[src/rtl/eq_pkg.sv]
// Shared definitions for the slider-pot sequencer: widths, sweep FSM states
// and small helpers for building ADC command words and comparing pot values.
package eq_pkg;

   localparam int POT_W        = 12;
   localparam int SPI_FRAME_W  = 16;
   localparam int ADC_CHAN_W   = 3;
   localparam int CMD_CHAN_LSB = 11;

   typedef enum logic [1:0] {
      IDLE = 2'd0,
      CMD  = 2'd1,
      RD   = 2'd2,
      UPD  = 2'd3
   } state_t;

   // ADC command word: channel number in bits [13:11], everything else zero.
   function automatic logic [SPI_FRAME_W-1:0] mk_cmd(input logic [ADC_CHAN_W-1:0] chan);
      logic [SPI_FRAME_W-1:0] c;
      c = {SPI_FRAME_W{1'b0}};
      c[CMD_CHAN_LSB +: ADC_CHAN_W] = chan;
      return c;
   endfunction

   // Magnitude of the difference between two unsigned pot readings.
   function automatic logic [POT_W-1:0] pot_abs_diff(input logic [POT_W-1:0] a,
                                                     input logic [POT_W-1:0] b);
      return (a >= b) ? (a - b) : (b - a);
   endfunction

endpackage

[src/rtl/a2d_pot_seq_if.sv]
// SPI bus between the pot sequencer (master) and the slider ADC (slave).
interface a2d_pot_seq_if;
   logic SS_n;
   logic SCLK;
   logic MOSI;
   logic MISO;

   modport master (output SS_n, output SCLK, output MOSI, input MISO);
   modport slave  (input SS_n, input SCLK, input MOSI, output MISO);
endinterface

[src/rtl/spi_mstr16.sv]
// 16-bit full-duplex SPI frame engine, MSB first, SCLK idles low.
// One frame occupies 18*SCLK_DIV clk cycles: SCLK_DIV/2 lead-in, 16 SCLK
// periods (low half then high half), SCLK_DIV/2 trail, SS_n high SCLK_DIV.
// done is raised two cycles before the frame ends so that a follow-on wrt
// issued on done lands exactly on the last cycle and frames run back to back.
module spi_mstr16 import eq_pkg::*; #(
   parameter int SCLK_DIV = 32
) (
   input  logic                   clk,
   input  logic                   rst_n,
   input  logic                   wrt,
   input  logic [SPI_FRAME_W-1:0] cmd,
   output logic                   done,
   output logic [SPI_FRAME_W-1:0] resp,
   a2d_pot_seq_if.master          spi
);

   localparam int FRM_LEN = 18 * SCLK_DIV;
   localparam int CNT_W   = $clog2(FRM_LEN);
   localparam int DIV_W   = $clog2(SCLK_DIV);
   localparam int HALF    = SCLK_DIV / 2;

   logic                   r_act;
   logic [CNT_W-1:0]       r_cnt;
   logic [DIV_W-1:0]       r_div;
   logic [SPI_FRAME_W-2:0] r_tx;
   logic [SPI_FRAME_W-1:0] r_rx;
   logic                   r_ss_n;
   logic                   r_sclk;
   logic                   r_mosi;
   logic                   r_done;

   logic                   w_last;
   logic                   w_start;
   logic                   w_act_nxt;
   logic [CNT_W-1:0]       w_cnt_nxt;
   logic [DIV_W-1:0]       w_div_nxt;
   logic                   w_sclk_nxt;
   logic                   w_ss_n_nxt;
   logic                   w_rise;
   logic                   w_fall;

   // Next frame position and the SCLK/SS_n levels it implies.
   always_comb begin
      w_last    = r_act && (r_cnt == CNT_W'(FRM_LEN - 1));
      w_start   = wrt && (!r_act || w_last);
      w_act_nxt = w_start || (r_act && !w_last);
      if (w_start) begin
         w_cnt_nxt = {CNT_W{1'b0}};
         w_div_nxt = {DIV_W{1'b0}};
      end else if (r_act) begin
         w_cnt_nxt = r_cnt + CNT_W'(1);
         w_div_nxt = (r_div == DIV_W'(SCLK_DIV - 1)) ? {DIV_W{1'b0}} : (r_div + DIV_W'(1));
      end else begin
         w_cnt_nxt = r_cnt;
         w_div_nxt = r_div;
      end
      w_sclk_nxt = w_act_nxt && (w_cnt_nxt >= CNT_W'(SCLK_DIV)) &&
                   (w_cnt_nxt < CNT_W'(17 * SCLK_DIV)) && (w_div_nxt < DIV_W'(HALF));
      w_ss_n_nxt = !(w_act_nxt && (w_cnt_nxt < CNT_W'(17 * SCLK_DIV)));
      w_rise     = w_sclk_nxt && !r_sclk;
      w_fall     = !w_sclk_nxt && r_sclk;
   end

   // Frame counters, registered SPI pins and the shift registers.
   always_ff @(posedge clk or negedge rst_n) begin
      if (!rst_n) begin
         r_act  <= 1'b0;
         r_cnt  <= {CNT_W{1'b0}};
         r_div  <= {DIV_W{1'b0}};
         r_tx   <= {(SPI_FRAME_W-1){1'b0}};
         r_rx   <= {SPI_FRAME_W{1'b0}};
         r_ss_n <= 1'b1;
         r_sclk <= 1'b0;
         r_mosi <= 1'b0;
         r_done <= 1'b0;
      end else begin
         r_act  <= w_act_nxt;
         r_cnt  <= w_cnt_nxt;
         r_div  <= w_div_nxt;
         r_ss_n <= w_ss_n_nxt;
         r_sclk <= w_sclk_nxt;
         r_done <= r_act && (r_cnt == CNT_W'(FRM_LEN - 3));
         if (w_start) begin
            r_tx   <= cmd[SPI_FRAME_W-2:0];
            r_mosi <= cmd[SPI_FRAME_W-1];
         end else if (w_fall) begin
            r_tx   <= {r_tx[SPI_FRAME_W-3:0], 1'b0};
            r_mosi <= r_tx[SPI_FRAME_W-2];
         end
         if (w_rise) begin
            r_rx <= {r_rx[SPI_FRAME_W-2:0], spi.MISO};
         end
      end
   end

   assign spi.SS_n = r_ss_n;
   assign spi.SCLK = r_sclk;
   assign spi.MOSI = r_mosi;
   assign done     = r_done;
   assign resp     = r_rx;

endmodule

[src/rtl/a2d_pot_seq.sv]
// Slider-pot sequencer: sweeps ADC channels 0..NUM_BANDS-1 on each strt and
// keeps one registered 12-bit pot value per band for the band gain scalers.
// Each band takes a command frame then a read frame, because the ADC answers
// with the result of the channel addressed in the previous frame.
// Optional build macro POT_DEADBAND_EN: a slot is only rewritten (and pot_vld
// pulsed) when the new reading differs from the held one by more than
// DEADBAND; the first reading of each slot after reset is always taken.
module a2d_pot_seq import eq_pkg::*; #(
   parameter int NUM_BANDS = 5,
   parameter int SCLK_DIV  = 32
`ifdef POT_DEADBAND_EN
   , parameter int DEADBAND = 4
`endif
) (
   input  logic                         clk,
   input  logic                         rst_n,
   input  logic                         strt,
   a2d_pot_seq_if.master                spi,
   output logic [POT_W*NUM_BANDS-1:0]   pots,
   output logic                         pot_vld,
   output logic [ADC_CHAN_W-1:0]        band_idx,
   output logic                         busy,
   output logic                         done
);

   state_t                              r_state;
   logic [ADC_CHAN_W-1:0]               r_band;
   logic                                r_wrt;
   logic [SPI_FRAME_W-1:0]              r_cmd;
   logic [NUM_BANDS-1:0][POT_W-1:0]     r_pots;
   logic                                r_pot_vld;
   logic [ADC_CHAN_W-1:0]               r_band_idx;
   logic                                r_busy;
   logic                                r_done;
`ifdef POT_DEADBAND_EN
   logic [NUM_BANDS-1:0]                r_seen;
`endif

   logic                                w_spi_done;
   logic [SPI_FRAME_W-1:0]              w_resp;
   logic [POT_W-1:0]                    w_new;
   logic                                w_accept;
   logic                                w_last_band;
   logic                                w_unused_hi;

   spi_mstr16 #(.SCLK_DIV(SCLK_DIV)) u_spi (
      .clk   (clk),
      .rst_n (rst_n),
      .wrt   (r_wrt),
      .cmd   (r_cmd),
      .done  (w_spi_done),
      .resp  (w_resp),
      .spi   (spi)
   );

   // Decide whether the finished conversion replaces the held slot value.
   always_comb begin
      w_new       = w_resp[POT_W-1:0];
      w_unused_hi = ^w_resp[SPI_FRAME_W-1:POT_W];
      w_last_band = (r_band == ADC_CHAN_W'(NUM_BANDS - 1));
`ifdef POT_DEADBAND_EN
      if (!r_seen[r_band]) begin
         w_accept = 1'b1;
      end else begin
         w_accept = (pot_abs_diff(w_new, r_pots[r_band]) > POT_W'(DEADBAND));
      end
`else
      w_accept = 1'b1;
`endif
   end

   // Sweep FSM with band counter, pot register file and registered status.
   always_ff @(posedge clk or negedge rst_n) begin
      if (!rst_n) begin
         r_state    <= IDLE;
         r_band     <= {ADC_CHAN_W{1'b0}};
         r_wrt      <= 1'b0;
         r_cmd      <= {SPI_FRAME_W{1'b0}};
         r_pots     <= {(POT_W*NUM_BANDS){1'b0}};
         r_pot_vld  <= 1'b0;
         r_band_idx <= {ADC_CHAN_W{1'b0}};
         r_busy     <= 1'b0;
         r_done     <= 1'b0;
`ifdef POT_DEADBAND_EN
         r_seen     <= {NUM_BANDS{1'b0}};
`endif
      end else begin
         r_wrt     <= 1'b0;
         r_pot_vld <= 1'b0;
         r_done    <= 1'b0;
         case (r_state)
            IDLE: begin
               // A strt landing on the done cycle is deliberately dropped.
               if (strt && !r_done) begin
                  r_state <= CMD;
                  r_band  <= {ADC_CHAN_W{1'b0}};
                  r_busy  <= 1'b1;
                  r_wrt   <= 1'b1;
                  r_cmd   <= mk_cmd({ADC_CHAN_W{1'b0}});
               end
            end
            CMD: begin
               if (w_spi_done) begin
                  r_state <= RD;
                  r_wrt   <= 1'b1;
                  r_cmd   <= mk_cmd(r_band);
               end
            end
            RD: begin
               if (w_spi_done) begin
                  r_state <= UPD;
               end
            end
            UPD: begin
               r_band_idx <= r_band;
               if (w_accept) begin
                  r_pots[r_band] <= w_new;
                  r_pot_vld      <= 1'b1;
`ifdef POT_DEADBAND_EN
                  r_seen[r_band] <= 1'b1;
`endif
               end
               if (w_last_band) begin
                  r_state <= IDLE;
                  r_busy  <= 1'b0;
                  r_done  <= 1'b1;
               end else begin
                  r_state <= CMD;
                  r_band  <= r_band + ADC_CHAN_W'(1);
                  r_wrt   <= 1'b1;
                  r_cmd   <= mk_cmd(r_band + ADC_CHAN_W'(1));
               end
            end
            default: begin
               r_state <= IDLE;
            end
         endcase
      end
   end

   assign pots     = r_pots;
   assign pot_vld  = r_pot_vld;
   assign band_idx = r_band_idx;
   assign busy     = r_busy;
   assign done     = r_done;

endmodule
[src/flat_wrapper.sv]
// flat-port wrapper written by rule: the top's interface ports become plain ports
module a2d_pot_seq_flat import eq_pkg::*;
#(
   parameter int NUM_BANDS = 5,
   parameter int SCLK_DIV  = 32

)
  (clk, rst_n, strt, pots, pot_vld, band_idx, busy, done, spi_SS_n, spi_SCLK, spi_MOSI, spi_MISO);
  a2d_pot_seq_if spi_i ();
  input  logic clk;
  input  logic rst_n;
  input  logic strt;
  output logic [POT_W*NUM_BANDS-1:0] pots;
  output logic pot_vld;
  output logic [ADC_CHAN_W-1:0] band_idx;
  output logic busy;
  output logic done;
  output wire logic [$bits(spi_i.SS_n)-1:0] spi_SS_n;
  output wire logic [$bits(spi_i.SCLK)-1:0] spi_SCLK;
  output wire logic [$bits(spi_i.MOSI)-1:0] spi_MOSI;
  input wire logic [$bits(spi_i.MISO)-1:0] spi_MISO;
  assign spi_SS_n = spi_i.SS_n;
  assign spi_SCLK = spi_i.SCLK;
  assign spi_MOSI = spi_i.MOSI;
  assign spi_i.MISO = spi_MISO;
  a2d_pot_seq #(.NUM_BANDS(NUM_BANDS), .SCLK_DIV(SCLK_DIV)) u_core (.clk(clk), .rst_n(rst_n), .strt(strt), .spi(spi_i), .pots(pots), .pot_vld(pot_vld), .band_idx(band_idx), .busy(busy), .done(done));
endmodule
[config.mk]
export PLATFORM = sky130hd
export DESIGN_NAME = a2d_pot_seq_flat
export DESIGN_NICKNAME = d
export VERILOG_FILES = /design/src/rtl/eq_pkg.sv /design/src/rtl/a2d_pot_seq_if.sv /design/src/rtl/spi_mstr16.sv /design/src/rtl/a2d_pot_seq.sv /design/src/flat_wrapper.sv
export SDC_FILE = /design/constraint.sdc
export NUM_CORES = 1
export LEC_CHECK = 0
export CAP_MARGIN = 20
export CORE_MARGIN = 4
export CORE_UTILIZATION = 57
export CTS_CLUSTER_DIAMETER = 30
export DETAILED_ROUTE_END_ITERATION = 12
export DONT_BUFFER_PORTS = 1
export PLACE_DENSITY_LB_ADDON = 0.12
export SLEW_MARGIN = 20
export SYNTH_ARGS = -nofsm -noshare
export SYNTH_HDL_FRONTEND = slang
export SYNTH_SLANG_ARGS = --single-unit
[constraint.sdc]
create_clock -name clk -period 2.5 [get_ports clk]
set_clock_uncertainty 0.05 [all_clocks]
set_input_delay 0.5 -clock clk [delete_from_list [all_inputs] [get_ports clk]]
set_output_delay 0.5 -clock clk [all_outputs]
set_load 0.01 [all_outputs]
==> results.toml, run 1 <==
[outcome]
result_of_the_run = "finished, violations left"
violated_checks = "hold timing"

[routing]
drt_wl_total_um = 9080
antenna_violating_nets_post_route = 0
iteration_count_of_the_initial_detailed_routing_pass = 4
num_vias = 2755
drcViolationCount = 0
routedWlPerCell_um = 18.8
detail_route.iter0.violations = 93
route.detailed.vias_per_inst = 5.72

[logic_synthesis]
syn_nets = 370
postSynthRegisterBits = 111
yosysSeqAreaShare = 0.581
count_of_mapped_cells_out_of_synthesis = 354
synth_area_sq_mm = 0.00478
syn-mean-instance-area_sq_um = 13.5
ys_warn_count = 0
yosys.cell_types.count = 54

[final_layout]
antenna_cells = 0
fraction_of_layout_cells_with_a_size_suffix_above_1 = 0.340
final_design_area_no_fill_sq_mm = 0.00526
nets = 388
flow.area_growth_from_synthesis_pct = 9.83

[global_route]
grt_first_pass_wirelength_um = 15200
grt_antenna_before_repair = 0
grt_start_max_net_pins = 112
globalRouteOverflowTotal = 0
via_count_of_the_first_global_routing_pass = 2931
total_routing_usage_gr = 0.196

[sta]
worst_slew_margin_rel = 0.536
setup_violations = 0
timing_hold_violations_final = 111
timing.fmax_mhz = 419
final_critical_path_setup_slack_ns = 0.111
worst-slew-pin-transition_ns = 0.695
post-route-period-util = 0.956
final.min_clock_period_ns = 2.39
finalSetupTns_ns = 0
report.final.slew_viol_count = 0
whs_ns = -0.240
setup_repair_after_global_routing_missed_its_margin = "no"

[floorplanning]
num_rows = 33
core_sq_mm = 0.00818
start_util = 0.585
die-width_um = 99.6
die_height_um = 99.6
num_io_pins = 73
die_outline_area_sq_mm = 0.00992

[power]
vdd.ir_drop.worst_mv = 0.381
share_seq_of_total_power = 0.620
design_power_total_mw = 2.89
share_comb_of_total_power = 0
power_report.internal_total_mw = 2.20
cellLeakagePower_nw = 2.56
power_switching_share = 0.239
power-per-cell-area_mw_per_mm2 = 550
p_clk_frac = 0.379
power.net_switching_uw = 690

[cts]
worst_skew_pair.late_latency_ns = 0.37
cts-root-to-sink-buffers = 2
cts-htree-levels = 3
cts_made_buffers = 9
clock_pin_slew_reported_for_the_worst_setup_and_hold_paths_after_clock_tree_synthesis_ns = 0.11
clock_sinks = 111
cts_tree = "yes"
clockRootBuffer = "clkbuf_8"

[worst_setup_path]
crit_path_end_kind = "register"
startpoint = "u_core.u_spi.r_div[0]"
signal_arrival_time_at_the_worst_endpoint_ns = 2.60
r2r.worst_path.cells = 8
worstSetupPathType = "reg2reg"
cp-endpoint = "u_core.u_spi.resp[2]"
path_max_fanout = 6
critical_path_required_ns = 2.71
timing.rr.start = "u_core.u_spi.r_div[0]"
worstSetupStartpointType = "register"
critical_path.reg2reg.endpoint = "u_core.u_spi.resp[2]"
worst_reg2reg_setup_slack_ns = 0.11

[place]
placement.io_buffers = 0
detailedPlace.worstSlack_ns = 0.114
detailedPlacementHpwl_um = 6050
routabilityCongestion = 0.830
post_dp_cell_area_sq_mm = 0.00501

[hold_path]
hold_crit_path_type = "in2async"

[job]
cap_viol_max_count = 0
[layout by cell type, fill, tap and decap left out, types with 4 or more instances in the layout]
cell type  count
nand2_1       16
buf_4         17
nor3_1         4
ha_1          11
nand2b_1       4
a22o_1         4
nor3_2         6
o21ai_0       12
inv_1         12
nand3_1        7
xor2_1         5
dfrtp_1      110
mux2_2        63
nor2_1        21
a31oi_1        5
clkbuf_8       9
mux2_4        10
[through the flow]
stage / hold WS, ns / instances / utilization
finish: -0.240 / 482 / 0.643
global route: -0.268 / 482 / 0.643
CTS: -0.260 / 480 / 0.638
detailed placement: 0.157 / 464 / 0.613
global placement: 0.157 / 464 / 0.613
floorplan: 0.154 / 354 / -
[area by class of cell]
type | count | area, sq um
fill | 622 | 2920
sequential | 111 | 2780
multi-input combinational | 219 | 1920
timing repair buffer | 19 | 173
tap | 105 | 131
clock buffer | 9 | 124
clock inverter | 7 | 82.6
inverter | 12 | 45.0
[cell families after synthesis]
logic type | share of synthesized area
fa+ha+maj | 0.0314
mux | 0.189
compound gates | 0.0664
simple gates | 0.0918
xor+xnor | 0.0180
buf+inv | 0.0230
flops | 0.581
[synth_stat cells, drive strengths merged]
library cell	instances	area, sq um
xnor2	4	42.6
dfrtp	110	2750
mux2i	2	20.0
a211oi	1	7.51
buf	3	31.3
and3	2	12.5
nor2	21	78.8
o41a	1	12.5
inv	12	45.0
nand2	16	60.1
o211a	1	17.5
o21bai	1	7.51
nor2b	3	18.8
a21oi	2	10.0
nand2b	4	25.0
o311ai	2	17.5
and2	1	6.26
o21ba	1	10.0
o31ai	1	7.51
xor2	5	43.8
a222oi	1	10.0
a2111oi	1	8.76
nand3b	1	7.51
o31a	1	10.0
clkbuf	9	33.8
o21ai	15	75.1
nor3	10	65.1
o41ai	2	25.0
nand4	4	40.0
nor3b	2	15.0
mux2	75	882
a41oi	2	17.5
dfstp	1	26.3
or2b	1	7.51
a31oi	5	31.3
or3	3	23.8
nand3	8	45.0
or2	1	6.26
a22o	4	35.0
nor4	2	27.5
o21a	1	15.0
ha	12	150
[power groups by stage]
stage	sequential [mW]	combinational [mW]	clock (mW)
after detailed placement	1.83	0.000910	0
after CTS	1.79	0.000924	1.13
after global placement	1.83	0.000897	0
after floorplan	1.83	0.000793	0
final	1.79	0.000928	1.10
after global routing	1.80	0.00119	1.20
[metal layers]
layer / vias up / share of wire / wire [um] / GRT usage
li1: 1286 / - / - / -
met3: 14 / 0.053 / 484 / 0.0666
met2: 58 / 0.48 / 4370 / 0.310
met4: 0 / 0.015 / 139 / 0.0525
met5: - / 0 / 0 / 0
met1: 1397 / 0.45 / 4080 / 0.260
[registers in the layout (all words and copies together) (netlist names), 2 cells and up]
name / flops
u_core.pots: 60
u_core.u_spi.resp: 12
u_core.u_spi.r_cnt: 10
u_core.r_state: 2
u_core.r_cmd: 3
u_core.band_idx: 3
u_core.u_spi.r_div: 5
u_core.u_spi.r_tx: 4
u_core.r_band: 3
[worst min-delay path by stage]
| stage | slack, ns | end | from |
|---|---|---|---|
| CTS | -0.26 | u_core.pots[4] | rst_n |
| global placement | 0.16 | u_core.pot_vld | rst_n |
| floorplan | 0.15 | u_core.band_idx[0] | rst_n |
| global route | -0.27 | u_core.pot_vld | rst_n |
| detailed placement | 0.16 | u_core.pot_vld | rst_n |
| finish | -0.24 | u_core.pot_vld | rst_n |
[worst max-delay path, stage by stage, from the launching register on]
cell and delay, ns:
dfrtp_1 0.42, ha_2 0.21, and3_1 0.18, ha_1 0.32, or2_4 0.29, nor4_4 0.19, buf_4 0.18, clkbuf_16 0.15
mux2_4 0.29
[repair_timing]
action | 4_1_cts | 5_1_grt
setup buffers | 0 | 1
hold endpoints to repair | 111 | 111
resized for setup | 0 | 2
endpoints found under the setup margin | 0 | 1
Note: power is estimated with default switching activity, not from simulation.
==> run 2, diff against run 1 <==
--- a/config.mk
+++ b/config.mk
@@ -11,6 +11,7 @@
 export CTS_CLUSTER_DIAMETER = 30
 export DETAILED_ROUTE_END_ITERATION = 12
 export DONT_BUFFER_PORTS = 1
+export GPL_ROUTABILITY_DRIVEN = 1
 export PLACE_DENSITY_LB_ADDON = 0.12
 export SLEW_MARGIN = 20
 export SYNTH_ARGS = -nofsm -noshare
==> constraint.sdc (replaced) <==
create_clock -name clk -period 2.5 [get_ports clk]
set_clock_uncertainty 0.05 [all_clocks]
set_input_delay 0.25 -clock clk [delete_from_list [all_inputs] [get_ports clk]]
set_output_delay 0.25 -clock clk [all_outputs]
set_load 0.01 [all_outputs]
==> run 2 against run 1 <==
Against the previous run:
- the run still ends with hold timing left
- flip-flop and latch count unchanged
- die area unchanged
- utilization up 0.12 points
- critical endpoint unchanged
- largest power group unchanged
==> results.toml, run 2 (synthesis results as in run 1) <==
[worst_setup_path]
crit_path_end_kind = "register"
signal_arrival_time_at_the_worst_endpoint_ns = 2.60
r2r.worst_path.cells = 8
critical_path_required_ns = 2.71
worstSetupPathType = "reg2reg"
worstSetupStartpointType = "register"
path_max_fanout = 6

[routing]
route.detailed.vias_per_inst = 5.70
routedWlPerCell_um = 18.8
drcViolationCount = 0
detail_route.iter0.violations = 92
antenna_violating_nets_post_route = 0
drt_wl_total_um = 9080
iteration_count_of_the_initial_detailed_routing_pass = 4
num_vias = 2755

[final_layout]
flow.area_growth_from_synthesis_pct = 10.0
top_library_cells_by_usage_in_the_layout_fill_and_taps_aside = "dfrtp_1, mux2_2, nor2_1"
layout_commonest_cell = "dfrtp_1"
largest_register_ff_count = 60
nets = 389
fraction_of_layout_cells_with_a_size_suffix_above_1 = 0.339
antenna_cells = 0
total_area_of_multi_input_combinational_cells_sq_mm = 0.00192
regArea_sq_mm = 0.00278
fillers = 621

[global_route]
grt_antenna_before_repair = 0
total_routing_usage_gr = 0.196
globalRouteOverflowTotal = 0
via_count_of_the_first_global_routing_pass = 2937
grt_first_pass_wirelength_um = 15200
grt_start_max_net_pins = 112

[cts]
clock_sinks = 111
cts-htree-levels = 3
worst_skew_pair.late_latency_ns = 0.37
cts_hold_repair.buffers = 1
cts_made_buffers = 9
clock_pin_slew_reported_for_the_worst_setup_and_hold_paths_after_clock_tree_synthesis_ns = 0.11
cts_tree = "yes"
cts-root-to-sink-buffers = 2
clockRootBuffer = "clkbuf_8"

[sta]
setup_violations = 0
setup_repair_after_global_routing_missed_its_margin = "no"
post-route-period-util = 0.955
finalSetupTns_ns = 0
report.final.slew_viol_count = 0
final.min_clock_period_ns = 2.39
timing.fmax_mhz = 419
timing_hold_violations_final = 111
worst-slew-pin-transition_ns = 0.695
worst_slew_margin_rel = 0.537
whs_ns = -0.489

[hold_path]
hold_crit_path_type = "in2async"

[place]
routabilityCongestion = 0.830
detailedPlacementHpwl_um = 6050
placement.io_buffers = 0

[power]
design_power_total_mw = 2.90
power-per-cell-area_mw_per_mm2 = 550
vdd.ir_drop.worst_mv = 0.381
cellLeakagePower_nw = 2.57

[floorplanning]
num_rows = 33
start_util = 0.585
num_io_pins = 73
core_sq_mm = 0.00818
die_outline_area_sq_mm = 0.00992
die-width_um = 99.6
die_height_um = 99.6

[outcome]
violated_checks = "hold timing"
result_of_the_run = "finished, violations left"

[job]
cap_viol_max_count = 0
==> run 2: final cells by class <==
class | count | share of cell area
Timing Repair Buffer | 20 | 0.0347
Tap cell | 105 | 0.0250
Multi-Input combinational cell | 219 | 0.365
Sequential cell | 111 | 0.528
Inverter | 12 | 0.00856
Clock buffer | 9 | 0.0235
Clock inverter | 7 | 0.0157
==> run 2: routing by layer <==
layer | GRT usage | vias up | wire [um]
li1 | - | 1288 | -
met5 | 0 | - | 0
met2 | 0.310 | 60 | 4380
met1 | 0.260 | 1393 | 4070
met4 | 0.0525 | 0 | 139
met3 | 0.0666 | 14 | 493
==> run 2: report_power, final <==
group / leakage, nW / switching (mW) / internal [mW]
clock network: 0.101 / 0.691 / 0.408
registers: 1.54 / 0 / 1.79
logic: 0.930 / 0.000932 / 0.00141
total: 2.57 / 0.692 / 2.20
==> run 2: timing repair <==
| action | in CTS | in global routing |
|---|---|---|
| hold endpoints to repair | 112 | 111 |
| gates resized for setup | 0 | 2 |
| endpoints found under the setup margin | 0 | 1 |
| setup buffers | 0 | 1 |
==> run 2: per-stage QoR <==
stage | area [sq um] | worst slack (ns) | instances | hold WS [ns] | util
after floorplan | 4780 | 0.0548 | 354 | -0.0956 | -
after global placement | 5010 | 0.130 | 464 | -0.0931 | 0.613
after detailed placement | 5010 | 0.114 | 464 | -0.0929 | 0.613
after CTS | 5230 | 0.0876 | 481 | -0.510 | 0.639
after global routing | 5270 | 0.0309 | 483 | -0.518 | 0.644
final | 5270 | 0.111 | 483 | -0.489 | 0.644
==> run 2: worst paths after layout <==
path / from / end / slack (ns)
max: u_core.u_spi.r_div[0] / u_core.u_spi.resp[2] / 0.11
min: rst_n / u_core.pot_vld / -0.49
max reg2reg: u_core.u_spi.r_div[0] / u_core.u_spi.resp[2] / 0.11
min reg2reg: u_core.r_cmd[11] / u_core.u_spi.r_tx[11] / 0.47
max in group asynchronous: rst_n / u_core.u_spi.spi.SS_n / 2.67
min in group clk: strt / u_core.r_wrt / 0.17
==> run 2: critical path, cell delays in order, from the launching register on <==
cell	delay (ns)
dfrtp_1	0.42
ha_2	0.21
and3_1	0.18
ha_1	0.32
or2_4	0.29
nor4_4	0.19
buf_4	0.18
clkbuf_16	0.15
mux2_4	0.29
==> run 3, diff against run 2 <==
--- a/config.mk
+++ b/config.mk
@@ -7,7 +7,7 @@
 export LEC_CHECK = 0
 export CAP_MARGIN = 20
 export CORE_MARGIN = 4
-export CORE_UTILIZATION = 57
+export CORE_UTILIZATION = 60
 export CTS_CLUSTER_DIAMETER = 30
 export DETAILED_ROUTE_END_ITERATION = 12
 export DONT_BUFFER_PORTS = 1
==> constraint.sdc (replaced) <==
create_clock -name clk -period 2.67 [get_ports clk]
set_clock_uncertainty 0.05 [all_clocks]
set_input_delay 0.267 -clock clk [delete_from_list [all_inputs] [get_ports clk]]
set_output_delay 0.267 -clock clk [all_outputs]
set_load 0.01 [all_outputs]
==> run 3 against run 2 <==
Against the previous run:
- final cell count decreased by 2.7%
- critical path type unchanged
- clock power increased by 5%
- the flow still finishes with violations (hold timing)
- non-clock buffer count decreased by 10
- largest cell class unchanged
==> results.toml, run 3 (synthesis results as in run 1) <==
[sta]
report.final.slew_viol_count = 0
timing.fmax_mhz = 394
finalSetupTns_ns = 0
final_critical_path_setup_slack_ns = 0.132
timing_hold_violations_final = 111
worst-slew-pin-transition_ns = 0.625
setup_repair_after_global_routing_missed_its_margin = "no"
whs_ns = -0.477
final.min_clock_period_ns = 2.54
worst_slew_margin_rel = 0.583
setup_violations = 0
post-route-period-util = 0.950

[global_route]
grt_first_pass_wirelength_um = 14600
total_routing_usage_gr = 0.193
grt_antenna_before_repair = 0
globalRouteOverflowTotal = 0
grt_start_max_net_pins = 112
via_count_of_the_first_global_routing_pass = 2790

[routing]
routedWlPerCell_um = 18.5
drt_wl_total_um = 8680
detail_route.iter0.violations = 95
antenna_violating_nets_post_route = 0
drcViolationCount = 0
iteration_count_of_the_initial_detailed_routing_pass = 4
route.detailed.vias_per_inst = 5.75
num_vias = 2701

[floorplanning]
die_height_um = 97.3
die-width_um = 97.3
die_outline_area_sq_mm = 0.00947
start_util = 0.619
num_rows = 32
num_io_pins = 73
core_sq_mm = 0.00773

[worst_setup_path]
timing.rr.start = "u_core.u_spi.r_cnt[0]"
path_max_fanout = 12
worst_reg2reg_setup_slack_ns = 0.13
worstSetupPathType = "reg2reg"
startpoint = "u_core.u_spi.r_cnt[0]"
worstSetupStartpointType = "register"
r2r.worst_path.cells = 8
crit_path_end_kind = "register"
signal_arrival_time_at_the_worst_endpoint_ns = 2.75
critical_path_required_ns = 2.88
critical_path.reg2reg.endpoint = "u_core.u_spi.resp[0]"

[cts]
cts_setup_buffers = 0
clock_sinks = 111
cts_hold_repair.buffers = 1
worst_skew_pair.late_latency_ns = 0.37
cts.repair.resized = 0
cts-htree-levels = 3
cts_made_buffers = 9
cts_tree = "yes"
cts-root-to-sink-buffers = 2
clock_pin_slew_reported_for_the_worst_setup_and_hold_paths_after_clock_tree_synthesis_ns = 0.11
clockRootBuffer = "clkbuf_8"

[power]
design_power_total_mw = 2.84
cellLeakagePower_nw = 2.53
p_clk_frac = 0.408
power_switching_share = 0.214
share_comb_of_total_power = 0.001
power-per-cell-area_mw_per_mm2 = 547
power_report.internal_total_mw = 2.23
power.net_switching_uw = 606
share_seq_of_total_power = 0.592
vdd.ir_drop.worst_mv = 0.337

[final_layout]
nets = 379
fraction_of_layout_cells_with_a_size_suffix_above_1 = 0.318
layout.cells.non_filler = 470
largest_register_ff_count = 60
antenna_cells = 0
flow.area_growth_from_synthesis_pct = 8.58
top_library_cells_by_usage_in_the_layout_fill_and_taps_aside = "dfrtp_1, mux2_2, nor2_1"
layout_commonest_cell = "dfrtp_1"
fillers = 577

[place]
detailedPlace.worstSlack_ns = 0.137
detailedPlacementHpwl_um = 5830
number_of_instances_in_the_placed_design = 453
routabilityCongestion = 0.797
placement.io_buffers = 0

[hold_path]
hold_crit_path_type = "in2async"

[outcome]
violated_checks = "hold timing"
result_of_the_run = "finished, violations left"

[job]
cap_viol_max_count = 0
[run 3: changes by cell type in the layout (fill, tap and decap cells not counted)]
cell,delta
or2_4,-1
clkbuf_16,-1
buf_4,-9
bufinv_16,+2
inv_12,-1
ha_2,-1
or2_2,+1
ha_1,+1
clkinvlp_4,-1
inv_8,-2
inv_6,+2
[run 3: how the worst max path moves through the flow]
stage / slack [ns] / to
after floorplan: 0.22 / u_core.u_spi.resp[10]
after global placement: 0.18 / u_core.u_spi.resp[1]
after detailed placement: 0.14 / u_core.u_spi.resp[0]
after CTS: 0.11 / u_core.u_spi.resp[0]
after global routing: 0.02 / u_core.u_spi.resp[1]
final: 0.13 / u_core.u_spi.resp[0]
[run 3: final cells by class]
cell class                      count  area (sq um)  area share
Clock buffer                        9           124      0.0238
Sequential cell                   111          2780       0.535
Inverter                           12          45.0     0.00867
Clock inverter                      7           114      0.0219
Multi-Input combinational cell    219          1920       0.369
Tap cell                          102           128      0.0246
Timing Repair Buffer               10          90.1      0.0173
[run 3: through the flow]
stage,cell area [sq um],utilization
after floorplan,4780,-
after global placement,4950,0.640
after detailed placement,4950,0.640
after CTS,5190,0.672
after global routing,5190,0.672
final,5190,0.672
[run 3: per-layer routing]
metal | global-route usage | share of wire
met2 | 0.307 | 0.49
met3 | 0.0574 | 0.061
met5 | 0 | 0
met4 | 0.0703 | 0.016
met1 | 0.252 | 0.43
[run 3: power by group through the flow]
stage / clock (mW) / combinational (mW) / sequential (mW)
2_1_floorplan: 0 / 0.000742 / 1.71
3_3_place_gp: 0 / 0.000799 / 1.71
3_5_place_dp: 0 / 0.000884 / 1.71
4_1_cts: 1.18 / 0.00214 / 1.68
5_1_grt: 1.26 / 0.00244 / 1.68
6_report: 1.16 / 0.00213 / 1.68
[run 3: critical path: stages, from the launching register on]
cell	delay, ns
dfrtp_1	0.44
ha_1	0.29
nand4_4	0.14
o21ba_1	0.20
o211a_4	0.27
o21a_4	0.24
nor4_4	0.26
buf_12	0.19
mux2_1	0.33
